===== config.mk =====
export PLATFORM = sky130hd
export DESIGN_NAME = imem_loader_flat
export DESIGN_NICKNAME = d
export VERILOG_FILES = /design/src/rtl/imem_loader_pkg.sv /design/src/rtl/imem_loader_if.sv /design/src/rtl/imem_word_packer.sv /design/src/rtl/imem_loader.sv /design/src/flat_wrapper.sv
export SDC_FILE = /design/constraint.sdc
export NUM_CORES = 1
export LEC_CHECK = 0
export BUFFER_PORTS_ARGS = -buffer_cell sky130_fd_sc_hd__buf_2
export CAP_MARGIN = 20
export CORE_MARGIN = 10
export CORE_UTILIZATION = 47
export DETAILED_ROUTE_END_ITERATION = 6
export PLACE_DENSITY = 0.72
export SYNTH_ARGS = -nofsm -noshare
export SYNTH_HDL_FRONTEND = slang
export SYNTH_HIERARCHICAL = 1
export SYNTH_SLANG_ARGS = --single-unit

===== constraint.sdc =====
create_clock -name clk -period 3.5 [get_ports clk]
set_input_delay 0.175 -clock clk [delete_from_list [all_inputs] [get_ports clk]]
set_output_delay 0.175 -clock clk [all_outputs]
set_load 0.02 [all_outputs]

===== src/rtl/imem_loader_pkg.sv =====
// Shared definitions for the instruction-memory loader: FSM state encoding
// and the byte framing of the load stream.
package imem_loader_pkg;

    typedef enum logic [2:0] {
        IDLE   = 3'd0,
        HDR_HI = 3'd1,
        HDR_LO = 3'd2,
        DATA   = 3'd3,
        WRITE  = 3'd4,
        DONE   = 3'd5,
        ERR    = 3'd6,
        CHK    = 3'd7
    } state_e;

    localparam int HDR_BYTES      = 2;
    localparam int BYTES_PER_WORD = 4;

endpackage


===== src/rtl/imem_loader_if.sv =====
// Byte-stream input and instruction-memory write port of the loader.
// master = stream source / memory side, slave = the loader itself.
interface imem_loader_if;

    logic        in_valid;
    logic [7:0]  in_byte;
    logic        in_ready;
    logic        imem_we;
    logic [31:0] imem_addr;
    logic [31:0] imem_wdata;

    modport master (
        output in_valid,
        output in_byte,
        input  in_ready,
        input  imem_we,
        input  imem_addr,
        input  imem_wdata
    );

    modport slave (
        input  in_valid,
        input  in_byte,
        output in_ready,
        output imem_we,
        output imem_addr,
        output imem_wdata
    );

endinterface


===== src/rtl/imem_word_packer.sv =====
// Assembles big-endian 32-bit words from a byte stream; the first byte of a
// word lands in [31:24] and word_ready flags the cycle the 4th byte is taken.
module imem_word_packer
    import imem_loader_pkg::*;
(
    input  logic        clk,
    input  logic        rst,
    input  logic        clear,
    input  logic        take,
    input  logic [7:0]  byte_in,
    output logic [31:0] word,
    output logic        word_ready
);

    logic [23:0] shift_q, shift_d;
    logic [1:0]  idx_q, idx_d;

    always_comb begin
        shift_d = shift_q;
        idx_d   = idx_q;
        if (clear) begin
            shift_d = '0;
            idx_d   = '0;
        end else if (take) begin
            shift_d = {shift_q[15:0], byte_in};
            idx_d   = idx_q + 2'd1;
        end
    end

    // The word is presented combinationally so the loader can latch it on
    // the same edge that accepts the final byte.
    assign word       = {shift_q, byte_in};
    assign word_ready = take && !clear && (idx_q == 2'(BYTES_PER_WORD - 1));

    always_ff @(posedge clk) begin
        if (rst) begin
            shift_q <= '0;
            idx_q   <= '0;
        end else begin
            shift_q <= shift_d;
            idx_q   <= idx_d;
        end
    end

endmodule


===== src/rtl/imem_loader.sv =====
// Streams a length-prefixed program into instruction memory and holds the
// core in reset until it is loaded. Optional trailer checksum: IMEM_LOADER_CHECKSUM_EN.
module imem_loader
    import imem_loader_pkg::*;
#(
    parameter int          WORDS     = 256,
    parameter logic [31:0] BASE_ADDR = 32'h0000_0000,
    parameter int          CNT_W     = 8 * HDR_BYTES
) (
    input  logic          clk,
    input  logic          rst,
    input  logic          start,
    imem_loader_if.slave  bus,
    output logic          cpu_rst,
    output logic          busy,
    output logic          done,
    output logic          err
);

    state_e             state_q, state_d;
    logic [CNT_W-1:0]   cnt_q, cnt_d;
    logic [CNT_W-1:0]   idx_q, idx_d;
    logic               in_ready_q, in_ready_d;
    logic               we_q, we_d;
    logic [31:0]        addr_q, addr_d;
    logic [31:0]        wdata_q, wdata_d;
    logic               cpu_rst_q, cpu_rst_d;
    logic               busy_q, busy_d;
    logic               done_q, done_d;
    logic               err_q, err_d;
`ifdef IMEM_LOADER_CHECKSUM_EN
    logic [7:0]         chk_q, chk_d;
`endif

    logic               take;
    logic [CNT_W-1:0]   cnt_full;
    logic [31:0]        pack_word;
    logic               pack_ready;
    logic               pack_take;
    logic               pack_clear;

    assign take      = bus.in_valid && in_ready_q;
    assign cnt_full  = {cnt_q[CNT_W-9:0], bus.in_byte};
    assign pack_take = take && (state_q == DATA);
    assign pack_clear = (state_q != DATA);

    imem_word_packer u_packer (
        .clk        (clk),
        .rst        (rst),
        .clear      (pack_clear),
        .take       (pack_take),
        .byte_in    (bus.in_byte),
        .word       (pack_word),
        .word_ready (pack_ready)
    );

    // Next state plus all outputs decoded from the next state, so every
    // output is a flop that already reflects the state it belongs to.
    always_comb begin
        state_d = state_q;
        cnt_d   = cnt_q;
        idx_d   = idx_q;
        addr_d  = addr_q;
        wdata_d = wdata_q;
`ifdef IMEM_LOADER_CHECKSUM_EN
        chk_d   = chk_q;
`endif

        case (state_q)
            IDLE, DONE, ERR: begin
                if (start) begin
                    state_d = HDR_HI;
                    cnt_d   = '0;
                    idx_d   = '0;
`ifdef IMEM_LOADER_CHECKSUM_EN
                    chk_d   = '0;
`endif
                end
            end
            HDR_HI: begin
                if (take) begin
                    cnt_d   = cnt_full;
                    state_d = HDR_LO;
`ifdef IMEM_LOADER_CHECKSUM_EN
                    chk_d   = chk_q ^ bus.in_byte;
`endif
                end
            end
            HDR_LO: begin
                if (take) begin
                    cnt_d = cnt_full;
                    idx_d = '0;
`ifdef IMEM_LOADER_CHECKSUM_EN
                    chk_d = chk_q ^ bus.in_byte;
`endif
                    if (cnt_full == '0) begin
`ifdef IMEM_LOADER_CHECKSUM_EN
                        state_d = CHK;
`else
                        state_d = DONE;
`endif
                    end else if (32'(cnt_full) > 32'(WORDS)) begin
                        state_d = ERR;
                    end else begin
                        state_d = DATA;
                    end
                end
            end
            DATA: begin
                if (take) begin
`ifdef IMEM_LOADER_CHECKSUM_EN
                    chk_d = chk_q ^ bus.in_byte;
`endif
                    if (pack_ready) begin
                        state_d = WRITE;
                        addr_d  = BASE_ADDR + (32'(idx_q) << 2);
                        wdata_d = pack_word;
                    end
                end
            end
            WRITE: begin
                idx_d = idx_q + CNT_W'(1);
                if (idx_q + CNT_W'(1) == cnt_q) begin
`ifdef IMEM_LOADER_CHECKSUM_EN
                    state_d = CHK;
`else
                    state_d = DONE;
`endif
                end else begin
                    state_d = DATA;
                end
            end
`ifdef IMEM_LOADER_CHECKSUM_EN
            CHK: begin
                if (take) begin
                    state_d = (bus.in_byte == chk_q) ? DONE : ERR;
                end
            end
`endif
            default: state_d = IDLE;
        endcase

        in_ready_d = (state_d == HDR_HI) || (state_d == HDR_LO) ||
                     (state_d == DATA)   || (state_d == CHK);
        we_d       = (state_d == WRITE);
        busy_d     = (state_d == HDR_HI) || (state_d == HDR_LO) ||
                     (state_d == DATA)   || (state_d == WRITE)  ||
                     (state_d == CHK);
        done_d     = (state_d == DONE);
        err_d      = (state_d == ERR);
        cpu_rst_d  = (state_d != DONE);
    end

    always_ff @(posedge clk) begin
        if (rst) begin
            state_q    <= IDLE;
            cnt_q      <= '0;
            idx_q      <= '0;
            in_ready_q <= 1'b0;
            we_q       <= 1'b0;
            addr_q     <= BASE_ADDR;
            wdata_q    <= '0;
            cpu_rst_q  <= 1'b1;
            busy_q     <= 1'b0;
            done_q     <= 1'b0;
            err_q      <= 1'b0;
`ifdef IMEM_LOADER_CHECKSUM_EN
            chk_q      <= '0;
`endif
        end else begin
            state_q    <= state_d;
            cnt_q      <= cnt_d;
            idx_q      <= idx_d;
            in_ready_q <= in_ready_d;
            we_q       <= we_d;
            addr_q     <= addr_d;
            wdata_q    <= wdata_d;
            cpu_rst_q  <= cpu_rst_d;
            busy_q     <= busy_d;
            done_q     <= done_d;
            err_q      <= err_d;
`ifdef IMEM_LOADER_CHECKSUM_EN
            chk_q      <= chk_d;
`endif
        end
    end

    assign bus.in_ready   = in_ready_q;
    assign bus.imem_we    = we_q;
    assign bus.imem_addr  = addr_q;
    assign bus.imem_wdata = wdata_q;
    assign cpu_rst        = cpu_rst_q;
    assign busy           = busy_q;
    assign done           = done_q;
    assign err            = err_q;

endmodule


===== src/flat_wrapper.sv =====
// flat-port wrapper written by rule: the top's interface ports become plain ports
module imem_loader_flat import imem_loader_pkg::*;
#(
    parameter int          WORDS     = 256,
    parameter logic [31:0] BASE_ADDR = 32'h0000_0000,
    parameter int          CNT_W     = 8 * HDR_BYTES
)
  (clk, rst, start, cpu_rst, busy, done, err, bus_in_valid, bus_in_byte, bus_in_ready, bus_imem_we, bus_imem_addr, bus_imem_wdata);
  imem_loader_if bus_i ();
  input  logic clk;
  input  logic rst;
  input  logic start;
  output logic cpu_rst;
  output logic busy;
  output logic done;
  output logic err;
  input wire logic [$bits(bus_i.in_valid)-1:0] bus_in_valid;
  input wire logic [$bits(bus_i.in_byte)-1:0] bus_in_byte;
  output wire logic [$bits(bus_i.in_ready)-1:0] bus_in_ready;
  output wire logic [$bits(bus_i.imem_we)-1:0] bus_imem_we;
  output wire logic [$bits(bus_i.imem_addr)-1:0] bus_imem_addr;
  output wire logic [$bits(bus_i.imem_wdata)-1:0] bus_imem_wdata;
  assign bus_i.in_valid = bus_in_valid;
  assign bus_i.in_byte = bus_in_byte;
  assign bus_in_ready = bus_i.in_ready;
  assign bus_imem_we = bus_i.imem_we;
  assign bus_imem_addr = bus_i.imem_addr;
  assign bus_imem_wdata = bus_i.imem_wdata;
  imem_loader #(.WORDS(WORDS), .BASE_ADDR(BASE_ADDR), .CNT_W(CNT_W)) u_core (.clk(clk), .rst(rst), .start(start), .bus(bus_i), .cpu_rst(cpu_rst), .busy(busy), .done(done), .err(err));
endmodule

---- Word level (Yosys, flattened, before mapping) ----
Cells that the tools add are included.
W data, S select, Z words.
operators by class
  order comparisons ....................... 1
  multipliers ............................. 0
  reductions and logical operators ........ 20
  equality and inequality tests ........... 20
  bitwise operators ....................... 0
  multiplexer cells ....................... 14
  div/mod/pow operators ................... 0
  shift-type cells ........................ 0
  $add $sub $neg .......................... 2
operator list
  kind                     number
  $mux W16                 3
  $pmux W16 S3             1
  $pmux W16 S2             1
  $mux W3                  8
  $eq A3 B3 Y1 const B     7
  $add A16 B1 Y16 const B  1
  $eq A16 B16 Y1           1
  $gt A16 B9 Y1 const B    1
  $logic_not A16 Y1        1
  $pmux W3 S5              1
  $eq A3 B2 Y1 const B     4
  $reduce_and A3 Y1        3
  $eq A3 B1 Y1 const B     2
  $logic_or A1 B1 Y1       5
  $logic_and A1 B1 Y1      4
  $ne A2 B1 Y1 const B     2
  $reduce_or A2 Y1         2
  $logic_not A3 Y1         1
  $ne A3 B2 Y1 const B     1
  $ne A3 B3 Y1 const B     1
  $reduce_bool A3 Y1       1
  $reduce_or A3 Y1         1
  $add A2 B1 Y2 const B    1
  $eq A2 B2 Y1 const B     1
  3 further kinds          3
word-level totals
  bits in latches ......................... 0
  output and inout bits ................... 70
  input bits .............................. 12
  ROM bits ................................ 0
  RAM bits ................................ 0
  register bits ........................... 115
  memories kept ........................... 0
  word-level logic and storage cells ...... 70

---- Longest topological paths before layout ----
Gate-level depths: netlist of run 1.
  word-level depth ........................ 12
  gate-level depth with buffers ........... 13
  mapped depth without buffers ............ 9

---- Cells and area by module ----
Netlist of run 1, hierarchy kept.
modules (own cells, without submodules)
  module            seq. area each (um^2)  cells an instance  times used  area an instance (um^2)
  imem_loader       1781.7                 548                1           4220.3
  imem_word_packer  520.5                  95                 1           1043.5

---- Worst setup path after synthesis of run 1 ----
OpenSTA, ideal clock, no wires.
  kind .................................... register -> register
  start point ............................. register u_core.state_q[1]
  end point ............................... register u_core.wdata_q[21] (netlist: u_core/bus.imem_wdata[21])
  buffers on the path ..................... 5
  data required time ...................... 3430 ps
  library setup time ...................... 70 ps
  arrival ................................. 2375 ps
  path slack .............................. 1054 ps
  period minus slack after synthesis ...... 2446 ps
  stages on the path, launching flop included .. 14
  path through ............................ dfxtp_1 -> clkbuf_1 -> nor2b_1 -> nand2_1 -> nor2_1 -> buf_6 -> buf_6 -> and3b_2 -> nand2_1 -> nor2_1 -> buf_2 -> buf_2 -> nand2_1 -> a21oi_1
between the ends
  cells in the longest elaborated chain, start to end .. 5
  elaborated cells between the ends (all ways) .. 7
  classes of those cells .................. eq/ne (2); reduce/logical (5)
RTL lines
  what                                line                    text
  start: declaration                  imem_loader.sv:20       state_e state_q, state_d;
  start signal: assignment            imem_loader.sv:171      state_q <= state_d;
  $ne A3 B2 Y1                        imem_loader.sv:45       assign pack_clear = (state_q != DATA);
  named net u_core.pack_clear         imem_loader.sv:40       logic pack_clear;
  $logic_not A1 Y1                    imem_word_packer.sv:33  assign word_ready = take && !clear && (idx_q == 2'(BYTES_PER_WORD - 1));
  $logic_and A1 B1 Y1 (2 in a row)    imem_word_packer.sv:33
  named net u_core.pack_ready         imem_loader.sv:38       logic pack_ready;
  $reduce_and A3 Y1 (no source line)  --
  end signal: assignment              imem_loader.sv:177      wdata_q <= wdata_d;
  end: declaration                    imem_loader.sv:26       logic [31:0] wdata_q, wdata_d;
The timed path passes the listed nets, and every way through them passes these cells.
A chain may end at the register's enable or synchronous reset.

---- Worst setup path after layout of run 1 ----
  start point ............................. register u_core.state_q[1]
  end point ............................... register u_core.wdata_q[19] (netlist: u_core/bus.imem_wdata[19])
The elaborated chain is that of the path after synthesis.

==> results of run 1 <==
[report_power, final]
group	internal (mW)	leakage [nW]	total, mW	switching [mW]
combinational	0.0469	1.04	0.154	0.107
clock	0.969	0.262	1.60	0.626
sequential	1.32	0.927	1.33	0.0153
total	2.33	2.23	3.08	0.748
[per-layer routing]
layer / part of all wire, % / track usage [%]
met3: 7.6 / 6.04
met4: 0.86 / 4.02
met5: 0 / 0
met1: 43 / 19.1
met2: 49 / 27.2
[critical path, stage by stage (launching register included)]
cell     delay (ps)
dfxtp_1         480
nor2b_1         310
nand2_1         190
nor2_2          170
and3b_2         230
nand2_1         100
nor2_4          400
buf_4           410
nand2_1         110
a21oi_1         160
[logic make-up after synthesis]
logic type | after synthesis | synth area share [%]
other | 1 | 0.0712
buffers and inverters | 77 | 8.46
multiplexers | 25 | 4.75
XOR/XNOR | 21 | 3.49
adder cells (fa/ha/maj) | 2 | 0.475
AO/OA/AOI/OAI | 142 | 15.4
flip-flops | 115 | 43.7
AND/OR/NAND/NOR | 260 | 23.6
[what timing repair did]
action | in CTS | in global routing
buffers inserted | 0 | 0
hold buffers | 8 | 0
endpoints found under the hold margin | 23 | 0
resized for setup | 0 | 0
[sequential cells by signal (all words and copies together) (netlist names)]
signal	count
u_core/bus.in_ready	1
u_core/cpu_rst	1
u_core/done	1
u_core/bus.imem_wdata	32
u_core/state_q	3
u_core/err	1
u_core/u_packer/idx_q	2
u_core/cnt_q	16
u_core/bus.imem_addr	16
u_core/idx_q	16
u_core/bus.imem_we	1
u_core/u_packer/shift_q	24
u_core/busy	1
[stage by stage]
stage          instances  utilization, %  cell area [µm²]
4_1_cts              837            55.9             6090
6_report             837            55.9             6090
3_5_place_dp         797            50.1             5450
2_1_floorplan        658               -             5320
5_1_grt              837            55.9             6090
3_3_place_gp         797            50.1             5450
[how the worst max path moves through the flow]
stage,from,to,slack [ps]
2_1_floorplan,u_core/state_q[1],u_core/bus.imem_wdata[21],1050
3_3_place_gp,u_core/idx_q[0],u_core/busy,970
3_5_place_dp,u_core/idx_q[0],u_core/state_q[1],900
4_1_cts,u_core/idx_q[0],u_core/state_q[1],880
5_1_grt,u_core/state_q[2],u_core/bus.imem_wdata[18],590
6_report,u_core/state_q[1],u_core/bus.imem_wdata[19],860
[cell type report]
class | instances | area [µm²] | share of cell area, %
Multi-Input combinational cell | 466 | 2580 | 42.4
Sequential cell | 115 | 2300 | 37.8
Timing Repair Buffer | 80 | 458 | 7.52
Clock buffer | 19 | 432 | 7.09
Tap cell | 140 | 175 | 2.88
Clock inverter | 13 | 126 | 2.07
Inverter | 4 | 15.0 | 0.247
[placed cells by master, fill, tap and decap left out, types with 3 or more instances in the layout]
cell	netlist	routed
nand2_1	130	130
dfxtp_1	115	115
a21oi_1	89	89
buf_2	8	65
nor2_1	43	41
mux2i_1	25	25
nand3_1	24	24
o21ai_0	21	21
clkbuf_16	0	16
conb_1	1	16
xnor2_1	12	12
xor2_1	9	9
dlygate4sd3_1	0	8
nor4_1	7	7
buf_4	25	7
nor3_1	6	6
and3_1	6	6
inv_6	0	5
and2_1	5	5
or3_1	5	5
a31oi_1	5	5
nand3b_1	5	5
clkinvlp_4	0	4
nor2b_1	4	4
or4_1	4	4
inv_1	4	4
a311oi_1	4	4
nand4_1	3	3
a211oi_1	3	3
==> summary.md, run 1 <==
| Metric | Value |
|---|---|
| Clock skew | `6.37 ps` |
| FF-to-FF setup slack | `860 ps` |
| Clk slew on worst S/H paths | `60 ps` |
| Worst Hold Path EP | `u_core/bus.imem_wdata[30]` |
| Slew Viols, Final | `0` |
| Post-synth ARST share | `0%` |
| Initial DRC count | `427` |
| IO Port Bufs | `65` |
| Max_cap viols | `0` |
| GRT Total Usage | `16.2%` |
| Avg Cell Area, Syn | `8.19 µm²` |
| Peak VDD IR | `0.000457 V` |
| Synthesized cell area | `5260 µm²` |
| Gr ovfl total | `0` |
| Minimum clock period | `2640 ps` |
| Max Clk Rate | `379 MHz` |
| Nets@finish | `698` |
| Worst-path fanout max | `32` |
| RSZ-0062 raised after global routing | `false` |
| Hold Startpoint | `rst` |
| Initial antenna violation count | `0` |
| CTS Buf Count | `17` |
| Worst min path class | `input port to flip-flop` |
| Placement Setup Slack | `897 ps` |
| Via count | `4529` |
| Number of global-route vias before repair | `4313` |
| DIE HEIGHT | `126 µm` |
| Root buffer cell | `clkbuf_8` |
| Post-route setup slack | `859 ps` |
| Worst Reg-to-Reg Cells | `9` |
| Core ar. | `10900 µm²` |
| Crit path launch type | `flip-flop` |
| Fin crit share | `75.5%` |
| Post-synth EDFFs | `0` |
| Synth cell count leaders | `130 x nand2_1, 115 x dfxtp_1, 89 x a21oi_1` |
| R2r startpoint | `u_core/state_q[1]` |
| PwrDens | `506 nW/µm²` |
| Longest Clk Path Bufs | `2` |
| Final HPWL DP | `9.09 mm` |
| TritonCTS clock tree | `done` |
| Number of setup violations in the final report | `0` |
| Yosys reg bits | `115` |
| Yosys top cell area share | `43.7%` |
| Post-Syn Instances | `643` |
| Distinct cells, synth | `58` |
| Syn. warnings | `6` |
| Leakage | `2.23 nW` |
| Ports | `82` |
| Post-synth top area cell | `dfxtp_1` |
| Die area | `15800 µm²` |
| CP endpoint kind | `flip-flop` |
| Top_reg_cell synth | `dfxtp_1` |
| Hold slack final | `85.1 ps` |
| Initial Util | `48.3%` |
| Row Count | `38` |
| Wirelength, routed | `13.0 mm` |
| Routed Antenna Nets | `0` |
| Crit Path Class | `flip-flop to flip-flop` |
| Status | `finished clean` |
| CP required | `3940 ps` |
| FILL cells | `1019` |
| Hold depth | `2` |
| Max transition margin | `28.8%` |
| Worst path arrival time | `3080 ps` |
| Reg2reg end | `u_core/bus.imem_wdata[19]` |
| Global-route wire length before repair | `21.6 mm` |
| Clk_lat worst skew | `520 ps` |
| Setup TNS | `0 ps` |
| Fraction of layout cells with a size suffix above 1 | `16.6%` |
| Mean routed wirelength per cell | `15.6 µm` |
| Drt pass-1 iters | `5` |
| Antenna Cells | `0` |
| Top area cells in the synthesized netlist | `dfxtp_1 44%, nand2_1 9.3%, a21oi_1 8.5%` |
| Routability cong. | `0.910` |
| # H-tree levels | `4` |
| Total power | `3.08 mW` |
| Drt drc | `0` |
| Vias per cell | `5.41` |
| Largest net degree at the start of global routing | `67` |
| Syn-to-layout area delta | `15.7%` |
| Die W | `126 µm` |
| Final Hold Viols | `0` |
| Sequential area share after synthesis | `43.7%` |
| Least-Margin Pin Slew | `1070 ps` |
| Sinks on Clock Net | `115` |
| Count leader, synth | `nand2_1` |
(Power assumes the default switching activity.)
==> run 2, diff against run 1 <==
Settings changed: PLACE_DENSITY 0.72 to 0.75.
Clock period 3.5 ns to 2.13 ns, I/O delays scaled along.
==> run 2 against run 1 <==
Design area grew 6.7%. First-iteration DRC count increased by 22%. Non-clock buffer count is 39 higher. Clock skew grew 5.2 ps. Critical endpoint is now u_core/busy. Combinational power rose by 97%. Critical path type unchanged. Highest routed layer unchanged.
==> summary.md, run 2 (synthesis gave the netlist of run 1 again) <==
| Metric | Value |
|---|---|
| Vias per cell | `5.51` |
| Max reg flops | `32` |
| Critical-path cell list | `or4_1 > nor4_4 > a311oi_1 > a311oi_2 > a21oi_1 > a311oi_1` |
| Initial Util | `48.3%` |
| Worst min path class | `input port to flip-flop` |
| IO Port Bufs | `65` |
| Drt drc | `0` |
| Global Route met1 Usage | `20.2%` |
| R2r startpoint | `u_core/cnt_q[4]` |
| CP max-delay cell | `or4_1` |
| Status | `finished clean` |
| Core ar. | `10900 µm²` |
| Ports | `82` |
| CP endpoint kind | `flip-flop` |
| DIE HEIGHT | `126 µm` |
| Peak VDD IR | `0.000550 V` |
| Max Clk Rate | `478 MHz` |
| Syn-to-layout area delta | `23.4%` |
| Wirelength, routed | `14.4 mm` |
| Initial DRC count | `519` |
| Worst-path fanout max | `4` |
| Minimum clock period | `2090 ps` |
| Slowest stage delay, CP | `570 ps` |
| Longest Clk Path Bufs | `2` |
| Max_cap viols | `0` |
| Antenna Cells | `0` |
| Slew Viols, Final | `0` |
| Final instance area | `6500 µm²` |
| Met3 GRT Util | `4.61%` |
| Root buffer cell | `clkbuf_8` |
| Initial antenna violation count | `0` |
| Clk slew on worst S/H paths | `60 ps` |
| Mean routed wirelength per cell | `16.4 µm` |
| Hold Startpoint | `rst` |
| Gr ovfl total | `0` |
| FILL cells | `968` |
| Die area | `15800 µm²` |
| Number of setup violations in the final report | `0` |
| Fraction of layout cells with a size suffix above 1 | `23.2%` |
| CTS Buf Count | `17` |
| Drt pass-1 iters | `5` |
| Largest net degree at the start of global routing | `48` |
| Number of global-route vias before repair | `4739` |
| # H-tree levels | `4` |
| Final Hold Viols | `0` |
| Die W | `126 µm` |
| Combined area of the multi-input logic cells | `2640 µm²` |
| Crit Path Class | `flip-flop to flip-flop` |
| Most common cell after layout, fill and taps aside | `nand2_1` |
| Worst path arrival time | `2510 ps` |
| Fin crit share | `98.2%` |
| Global-route wire length before repair | `23.4 mm` |
| Commonest cells after routing, fill and taps aside | `129 x nand2_1, 108 x dfxtp_1, 89 x a21oi_1` |
| Worst Setup SP | `u_core/cnt_q[4]` |
| Clk_lat worst skew | `530 ps` |
| Least-Margin Pin Slew | `919 ps` |
| Final HPWL DP | `9.95 mm` |
| Clock skew | `11.5 ps` |
| Most frequent CP cell | `a311oi_1` |
| Post-placement cell area | `5740 µm²` |
| RSZ-0062 raised after global routing | `true` |
| Placed insts | `834` |
| Leakage | `2.47 nW` |
| Grt met2 use | `30.1%` |
| PwrDens | `825 nW/µm²` |
| Routability cong. | `0.916` |
| Row Count | `38` |
| Via count | `4829` |
| Crit path launch type | `flip-flop` |
| CP required | `2550 ps` |
| GRT Total Usage | `17.5%` |
| Non-Filler Instances | `876` |
| TritonCTS clock tree | `done` |
| Max transition margin | `38.7%` |
| Nets@finish | `737` |
| Register Area | `2310 µm²` |
| Sinks on Clock Net | `115` |
| Grt peak-use layer | `met2` |
| Routed Antenna Nets | `0` |
-- run 2: cell types whose count changed in the layout (fill, tap and decap cells not counted), sizes merged --
cell | previous run | this run
clkbuf | 19 | 18
clkinv | 3 | 2
inv | 9 | 8
bufinv | 1 | 3
clkinvlp | 4 | 5
buf | 72 | 111
-- run 2: where the power goes --
part / leakage, nW / internal [mW] / total, mW / switching (mW)
clock: 0.282 / 1.82 / 2.87 / 1.05
sequential: 0.931 / 2.17 / 2.18 / 0.0168
combinational: 1.25 / 0.103 / 0.303 / 0.200
total: 2.47 / 4.09 / 5.36 / 1.27
-- run 2: worst max-delay path: cells and delay by family (launching register included) --
kind,cells,cell delay (ps)
simple gates,2,780
compound gates,4,900
flops,1,310
-- run 2: metal layers --
metal / routed length [µm] / share of wire, %
met1: 6160 / 43
met5: 0 / 0
met4: 266 / 1.8
met2: 7100 / 49
met3: 878 / 6.1
-- run 2: through the flow --
stage / utilization, % / setup TNS, ps / hold slack [ps] / worst slack (ps) / power, mW
finish: 59.7 / 0 / 30.3 / 37.4 / 5.36
CTS: 59.3 / 0 / 12.4 / 4.68 / 5.37
floorplan: - / -8.19 / 254 / -8.19 / 2.45
detailed placement: 52.7 / -123 / 413 / -69.0 / 2.50
global placement: 52.7 / 0 / 386 / 81.4 / 2.49
global route: 59.7 / -166 / 68.0 / -76.8 / 5.51
-- run 2: layout make-up --
class	instances	area share [%]
repair buffers	119	11.6
inverters	4	0.231
flip-flops and latches	115	35.6
clock buffers	18	6.59
well taps	140	2.70
clock inverters	14	2.70
multi-input cells	466	40.7
-- run 2: path summary, 6_finish.rpt --
| check | depth (start not counted) | slack (ps) | to |
|---|---|---|---|
| setup / recovery | 6 | 40 | u_core/busy |
| hold reg to reg | 2 | 450 | u_core/bus.imem_addr[2] |
| setup reg to reg | 6 | 40 | u_core/busy |
| hold / removal | 2 | 30 | u_core/bus.imem_wdata[23] |
-- run 2: timing repair --
action,in CTS,in global routing
pin swaps,4,4
hold buffers,8,0
hold endpoints to repair,22,0
setup endpoints to repair,3,24
resized for setup,3,12
setup buffers,2,0
